`src/rtl/lud_ctrl_sequencer.sv`:
```
// Control-word sequencer for the LU-decomposition datapath: streams run-length coded words from
// the instruction BRAM onto CTRL_Signal. Optional macro LUD_SEQ_CYCLE_COUNT_EN adds run_cycles.
module lud_ctrl_sequencer #(
    parameter int unsigned CTRL_WIDTH      = 60,
    parameter int unsigned REP_WIDTH       = 8,
    parameter int unsigned IMEM_ADDR_WIDTH = 10
) (
    input  logic                                  CLK_100,
    input  logic                                  locked,
    input  logic                                  start,
    input  logic [IMEM_ADDR_WIDTH-1:0]            start_addr,
    output logic [IMEM_ADDR_WIDTH-1:0]            imem_addr,
    output logic                                  imem_en,
    input  logic [CTRL_WIDTH+REP_WIDTH:0]         imem_dout,
    output logic [CTRL_WIDTH-1:0]                 CTRL_Signal,
    output logic                                  bram_ZYNQ_sel,
    output logic                                  busy,
    output logic                                  done,
    output logic                                  err
`ifdef LUD_SEQ_CYCLE_COUNT_EN
    ,
    output logic [31:0]                           run_cycles
`endif
);

    localparam logic [IMEM_ADDR_WIDTH-1:0] AddrOne = IMEM_ADDR_WIDTH'(1);
    localparam logic [REP_WIDTH-1:0]       RepOne  = REP_WIDTH'(1);

    typedef enum logic [2:0] {StIdle, StHandover, StPrime, StRun, StFinish} state_e;

    state_e                       state_q, state_d;
    logic [IMEM_ADDR_WIDTH-1:0]   fp_q, fp_d;
    logic [CTRL_WIDTH-1:0]        cur_ctrl_q, cur_ctrl_d;
    logic                         cur_last_q, cur_last_d;
    logic [REP_WIDTH-1:0]         rc_q, rc_d;
    // cur_end: current word came from the all-ones address, so no successor exists.
    logic                         cur_end_q, cur_end_d;
    logic                         nxt_end_q, nxt_end_d;
    logic [CTRL_WIDTH-1:0]        ctrl_q, ctrl_d;
    logic                         sel_q, sel_d;
    logic                         busy_q, busy_d;
    logic                         done_q, done_d;
    logic                         err_q, err_d;
    logic                         fetch, load;

    always_comb begin
        state_d    = state_q;
        fp_d       = fp_q;
        cur_ctrl_d = cur_ctrl_q;
        cur_last_d = cur_last_q;
        rc_d       = rc_q;
        cur_end_d  = cur_end_q;
        nxt_end_d  = nxt_end_q;
        ctrl_d     = ctrl_q;
        sel_d      = sel_q;
        busy_d     = busy_q;
        done_d     = 1'b0;
        err_d      = err_q;
        imem_en    = 1'b0;
        fetch      = 1'b0;
        load       = 1'b0;

        unique case (state_q)
            StIdle: begin
                ctrl_d = '0;
                sel_d  = 1'b1;
                if (start) begin
                    state_d = StHandover;
                    busy_d  = 1'b1;
                    err_d   = 1'b0;
                    fp_d    = start_addr;
                end
            end
            StHandover: begin
                sel_d   = 1'b0;
                fetch   = 1'b1;
                state_d = StPrime;
            end
            StPrime: begin
                load    = 1'b1;
                fetch   = 1'b1;
                state_d = StRun;
            end
            StRun: begin
                ctrl_d = cur_ctrl_q;
                if (rc_q != '0) begin
                    rc_d = rc_q - RepOne;
                end else if (cur_last_q) begin
                    state_d = StFinish;
                end else if (cur_end_q) begin
                    state_d = StFinish;
                    err_d   = 1'b1;
                end else begin
                    load  = 1'b1;
                    fetch = 1'b1;
                end
            end
            StFinish: begin
                ctrl_d  = '0;
                sel_d   = 1'b1;
                done_d  = 1'b1;
                busy_d  = 1'b0;
                state_d = StIdle;
            end
            default: state_d = StIdle;
        endcase

        if (fetch) begin
            imem_en   = 1'b1;
            fp_d      = fp_q + AddrOne;
            nxt_end_d = (fp_q == '1);
        end
        if (load) begin
            cur_ctrl_d = imem_dout[CTRL_WIDTH-1:0];
            rc_d       = imem_dout[CTRL_WIDTH +: REP_WIDTH];
            cur_last_d = imem_dout[CTRL_WIDTH+REP_WIDTH];
            cur_end_d  = nxt_end_q;
        end
    end

    always_ff @(posedge CLK_100) begin
        if (!locked) begin
            state_q    <= StIdle;
            fp_q       <= '0;
            cur_ctrl_q <= '0;
            cur_last_q <= 1'b0;
            rc_q       <= '0;
            cur_end_q  <= 1'b0;
            nxt_end_q  <= 1'b0;
            ctrl_q     <= '0;
            sel_q      <= 1'b1;
            busy_q     <= 1'b0;
            done_q     <= 1'b0;
            err_q      <= 1'b0;
        end else begin
            state_q    <= state_d;
            fp_q       <= fp_d;
            cur_ctrl_q <= cur_ctrl_d;
            cur_last_q <= cur_last_d;
            rc_q       <= rc_d;
            cur_end_q  <= cur_end_d;
            nxt_end_q  <= nxt_end_d;
            ctrl_q     <= ctrl_d;
            sel_q      <= sel_d;
            busy_q     <= busy_d;
            done_q     <= done_d;
            err_q      <= err_d;
        end
    end

`ifdef LUD_SEQ_CYCLE_COUNT_EN
    logic [31:0] cyc_q, cyc_d;

    always_comb begin
        cyc_d = cyc_q;
        if (state_q == StIdle && start) begin
            cyc_d = '0;
        end else if (state_q == StRun && cyc_q != '1) begin
            cyc_d = cyc_q + 32'd1;
        end
    end

    always_ff @(posedge CLK_100) begin
        if (!locked) begin
            cyc_q <= '0;
        end else begin
            cyc_q <= cyc_d;
        end
    end

    assign run_cycles = cyc_q;
`endif

    assign imem_addr     = fp_q;
    assign CTRL_Signal   = ctrl_q;
    assign bram_ZYNQ_sel = sel_q;
    assign busy          = busy_q;
    assign done          = done_q;
    assign err           = err_q;

endmodule

```
`config.mk`:
```
export PLATFORM = sky130hd
export DESIGN_NAME = lud_ctrl_sequencer
export DESIGN_NICKNAME = d
export VERILOG_FILES = /design/src/rtl/lud_ctrl_sequencer.sv
export SDC_FILE = /design/constraint.sdc
export NUM_CORES = 1
export LEC_CHECK = 0
export BUFFER_PORTS_ARGS = -buffer_cell sky130_fd_sc_hd__buf_2
export CAP_MARGIN = 20
export CORE_MARGIN = 2
export CORE_UTILIZATION = 35
export CTS_BUF_LIST = sky130_fd_sc_hd__clkbuf_4
export DETAILED_ROUTE_END_ITERATION = 8
export PLACE_DENSITY = 0.55
export SLEW_MARGIN = 20
export SYNTH_ARGS = -nofsm -noshare
export SYNTH_HDL_FRONTEND = slang
export SYNTH_SLANG_ARGS = --single-unit
```
`constraint.sdc`:
```
create_clock -name CLK_100 -period 2.4 [get_ports CLK_100]
set_input_delay 0.36 -clock CLK_100 [delete_from_list [all_inputs] [get_ports CLK_100]]
set_output_delay 0.36 -clock CLK_100 [all_outputs]
set_load 0.02 [all_outputs]
```
==> run summary <==
Reg-to-reg setup timing slack -> 0.22 ns
Worst-path clk slew -> 0.12 ns
Main synth FF type -> dfxtp_1
Status -> complete, no violations
Kind of critical path -> reg -> out
Bufs on Longest Clock Path -> 2
Mapped Avg Cell Area -> 8.51 sq um
Clk root buf -> clkbuf_4
Initial Util -> 35.5%
CP max stage delay -> 0.39 ns
Synth async-reset ratio -> 0%
Largest net degree at the start of global routing -> 136
Critical path arrival -> 1.88 ns
Slowest cell on crit path -> dfxtp_4
Final Skew -> 0.0192 ns
HPWL after detailed placement -> 10.1 mm
Final Max Slew Viols -> 0
R2r startpoint -> rc_q[0]
Synth Area in Compound Gates -> 20.4%
Crit path cell chain -> inv_4 -> ha_4 -> nor3b_4 -> nand4_4 -> and2_4 -> inv_4 -> buf_4
Routed Antenna Nets -> 0
Core ar. -> 15700 sq um
Post-synthesis register bit count -> 148
Largest delay contributor family on the critical path -> simple AND/OR/NAND/NOR gates
Initial antenna violation count -> 1
Crit path to -> imem_en
Initial drt markers -> 376
H-tree Lvls -> 4
RePlAce Congestion -> 0.786
Largest family of logic cells by synthesized area -> simple AND/OR/NAND/NOR gates
Wire length per cell -> 14.8 microns
Number of global-route vias before repair -> 5117
DR pass1 iterations -> 7
Chip Height -> 130 microns
Layout cell share with drive strength beyond 1 -> 26.6%
PD cells -> 800 nW/um^2
Syn Std Cell Area -> 5580 sq um
Post-Route WL -> 15.9 mm
Buf+Inv Stages, Crit Path -> 3
Synth warn -> 0
Num rows -> 46
Final hold slack -> 0.0760 ns
Num ports -> 157
Fin Setup TNS -> 0 ns
Fin crit share -> 93.5%
Leakage -> 3.01 nW
Port Buffers -> 156
Crit Reg-Reg Endpoint -> imem_addr[5]
Post-synthesis sequential area ratio -> 53.1%
Worst setup SP type -> flop
DRC -> 0
Crit path launch -> rc_q[0]
Nets@finish -> 924
Mux cell area share after synthesis -> 0.538%
Depth of the most critical reg-to-reg path -> 10
RSZ-0062 raised after global routing -> no
Final setup fails -> 0
Synth Area in Simple Gates -> 21.1%
Netlist cell types -> 50
Slew HR -> 58.3%
CTS tree -> built
Crit path max fanout -> 7
Max-cap violation count -> 0
First-pass GRT wire length -> 24.7 mm
Xor/xnor share of the synthesized area -> 0.314%
Slew @ Worst Pin -> 0.624 ns
Post-synthesis cell count -> 656
Worst-skew pair later-pin latency -> 0.53 ns
Final Hold Vio Count -> 0
Worst Hold Class -> in -> reg
Post-route minimum period -> 2.24 ns
Number of clock sinks -> 148
Gr usage total -> 18.4%
Die width -> 130 microns
Post-synth EDFFs -> 0
Avg Vias per Cell -> 5.01
Number of buffers created by CTS -> 17
Endpoint class of the critical path -> primary output
Syn-to-layout area delta -> 31.3%
Maximum vdd drop -> 308 uV
CP most frequent cell -> inv_4
Syn nets -> 741
Post-Synth Adder-Cell Area -> 0.672%
Crit path depth -> 7
Die ar. -> 17000 sq um
Detailed-route via count -> 5352
Worst EP required -> 2.04 ns
Max Clk Rate -> 0.446 GHz
Overflow left after global routing -> 0
==> layout by cell type (no fill, tap or decap), drive strengths merged, types with 2 or more instances in the layout <==
cell type | synthesis | layout
nor2b | 2 | 2
a22oi | 64 | 64
and2 | 3 | 3
and3 | 5 | 5
clkbuf | 33 | 19
inv | 6 | 6
a21oi | 75 | 75
clkinv | 0 | 8
a311oi | 4 | 4
nor4 | 2 | 2
nor2 | 71 | 71
buf | 14 | 174
and4 | 2 | 2
or3 | 4 | 4
nand3 | 12 | 12
a31oi | 3 | 3
bufinv | 0 | 2
nor3 | 12 | 12
o21ai | 13 | 13
o211ai | 3 | 3
clkinvlp | 0 | 3
dlygate4sd3 | 0 | 37
nor3b | 2 | 2
nand2b | 5 | 5
o22ai | 2 | 2
a32oi | 4 | 4
dfxtp | 148 | 148
mux2i | 3 | 3
nand2 | 141 | 141
ha | 3 | 3
a211oi | 6 | 6
==> cell usage after synthesis, types with 4 or more instances <==
master      n  area, sq um
inv_1       4         15.0
o21ai_0    13         65.1
nor3_1     12         60.1
nand2_1   141          529
a22oi_1    64          480
clkbuf_1   33          124
a311oi_1    4         35.0
dfxtp_1   148         2960
a21oi_1    74          370
a211oi_1    6         45.0
nand2b_1    5         31.3
a32oi_1     4         35.0
nand3_1    12         60.1
buf_2      10         50.1
nor2_1     69          259
and3_1      5         31.3
==> registers in the layout, summed over array words and instances, names as in the netlist <==
signal         count
cur_end_q          1
rc_q               8
cur_ctrl_q        60
done               1
busy               1
bram_ZYNQ_sel      1
cur_last_q         1
CTRL_Signal       60
state_q            3
err                1
nxt_end_q          1
imem_addr         10
==> metrics by stage <==
step	setup slack (ns)	std cells	power, mW	util [%]	instance area (sq um)
6_report	0.155	1069	5.86	46.6	7330
5_1_grt	0.00381	1069	6.23	46.6	7330
4_1_cts	0.0176	1062	5.88	46.2	7260
3_5_place_dp	0.307	991	4.24	41.9	6580
3_3_place_gp	0.379	991	4.22	41.9	6580
2_1_floorplan	0.502	656	3.80	-	5580
==> repair_timing <==
item / CTS / global route
hold endpoints to repair: 35 / 2
hold buffers: 35 / 2
pin swaps: 2 / 1
setup endpoints to repair: 1 / 1
setup buffers: 4 / 4
gates resized for setup: 10 / 4
==> report_power, final <==
| group | total (mW) | internal [mW] | switching (mW) |
|---|---|---|---|
| logic | 1.52 | 0.603 | 0.915 |
| registers | 2.83 | 2.66 | 0.170 |
| clock network | 1.52 | 0.637 | 0.878 |
==> worst min-delay path by stage <==
stage	from	end	slack, ns	cells after the start
2_1_floorplan	cur_ctrl_q[0]	cur_ctrl_q[0]	0.43	2
3_3_place_gp	cur_ctrl_q[18]	cur_ctrl_q[18]	0.44	2
3_5_place_dp	cur_ctrl_q[17]	cur_ctrl_q[17]	0.44	2
4_1_cts	imem_dout[33]	cur_ctrl_q[33]	0.0004	3
5_1_grt	imem_dout[2]	cur_ctrl_q[2]	0.003	3
6_report	imem_dout[42]	cur_ctrl_q[42]	0.08	3
==> cell families after synthesis <==
group                    count (synthesis)
XOR/XNOR                                 2
AND/OR/NAND/NOR                        268
multiplexers                             3
adder cells (fa/ha/maj)                  3
AO/OA/AOI/OAI                          179
buffers and inverters                   53
flip-flops                             148
==> final cells by class <==
| class | instances | area, sq um |
|---|---|---|
| sequential | 148 | 2970 |
| multi-input combinational | 455 | 2440 |
| fill | 1557 | 8380 |
| timing repair buffer | 211 | 1340 |
| antenna | 1 | 2.50 |
| inverter | 6 | 30.0 |
| clock inverter | 13 | 136 |
| clock buffer | 19 | 143 |
| tap | 216 | 270 |
==> worst register-to-register path: stages, from the launching register on <==
cell and delay (ns):
dfxtp_4 0.39, inv_4 0.08, ha_4 0.14, nor3b_4 0.23, nand4_4 0.12, buf_4 0.16, buf_4 0.12, buf_4 0.15
a21oi_1 0.37, a211oi_1 0.14, a311oi_1 0.22
==> routing by layer <==
| layer | global-route usage (%) | vias to the layer above | share of wire (%) |
|---|---|---|---|
| met5 | 0 | - | 0 |
| met4 | 8.03 | 0 | 2.3 |
| met3 | 4.35 | 31 | 5.4 |
| met2 | 30.4 | 158 | 47 |
| met1 | 22.9 | 2515 | 45 |
| li1 | - | 2648 | - |
Power figures use the tool's default switching activity.
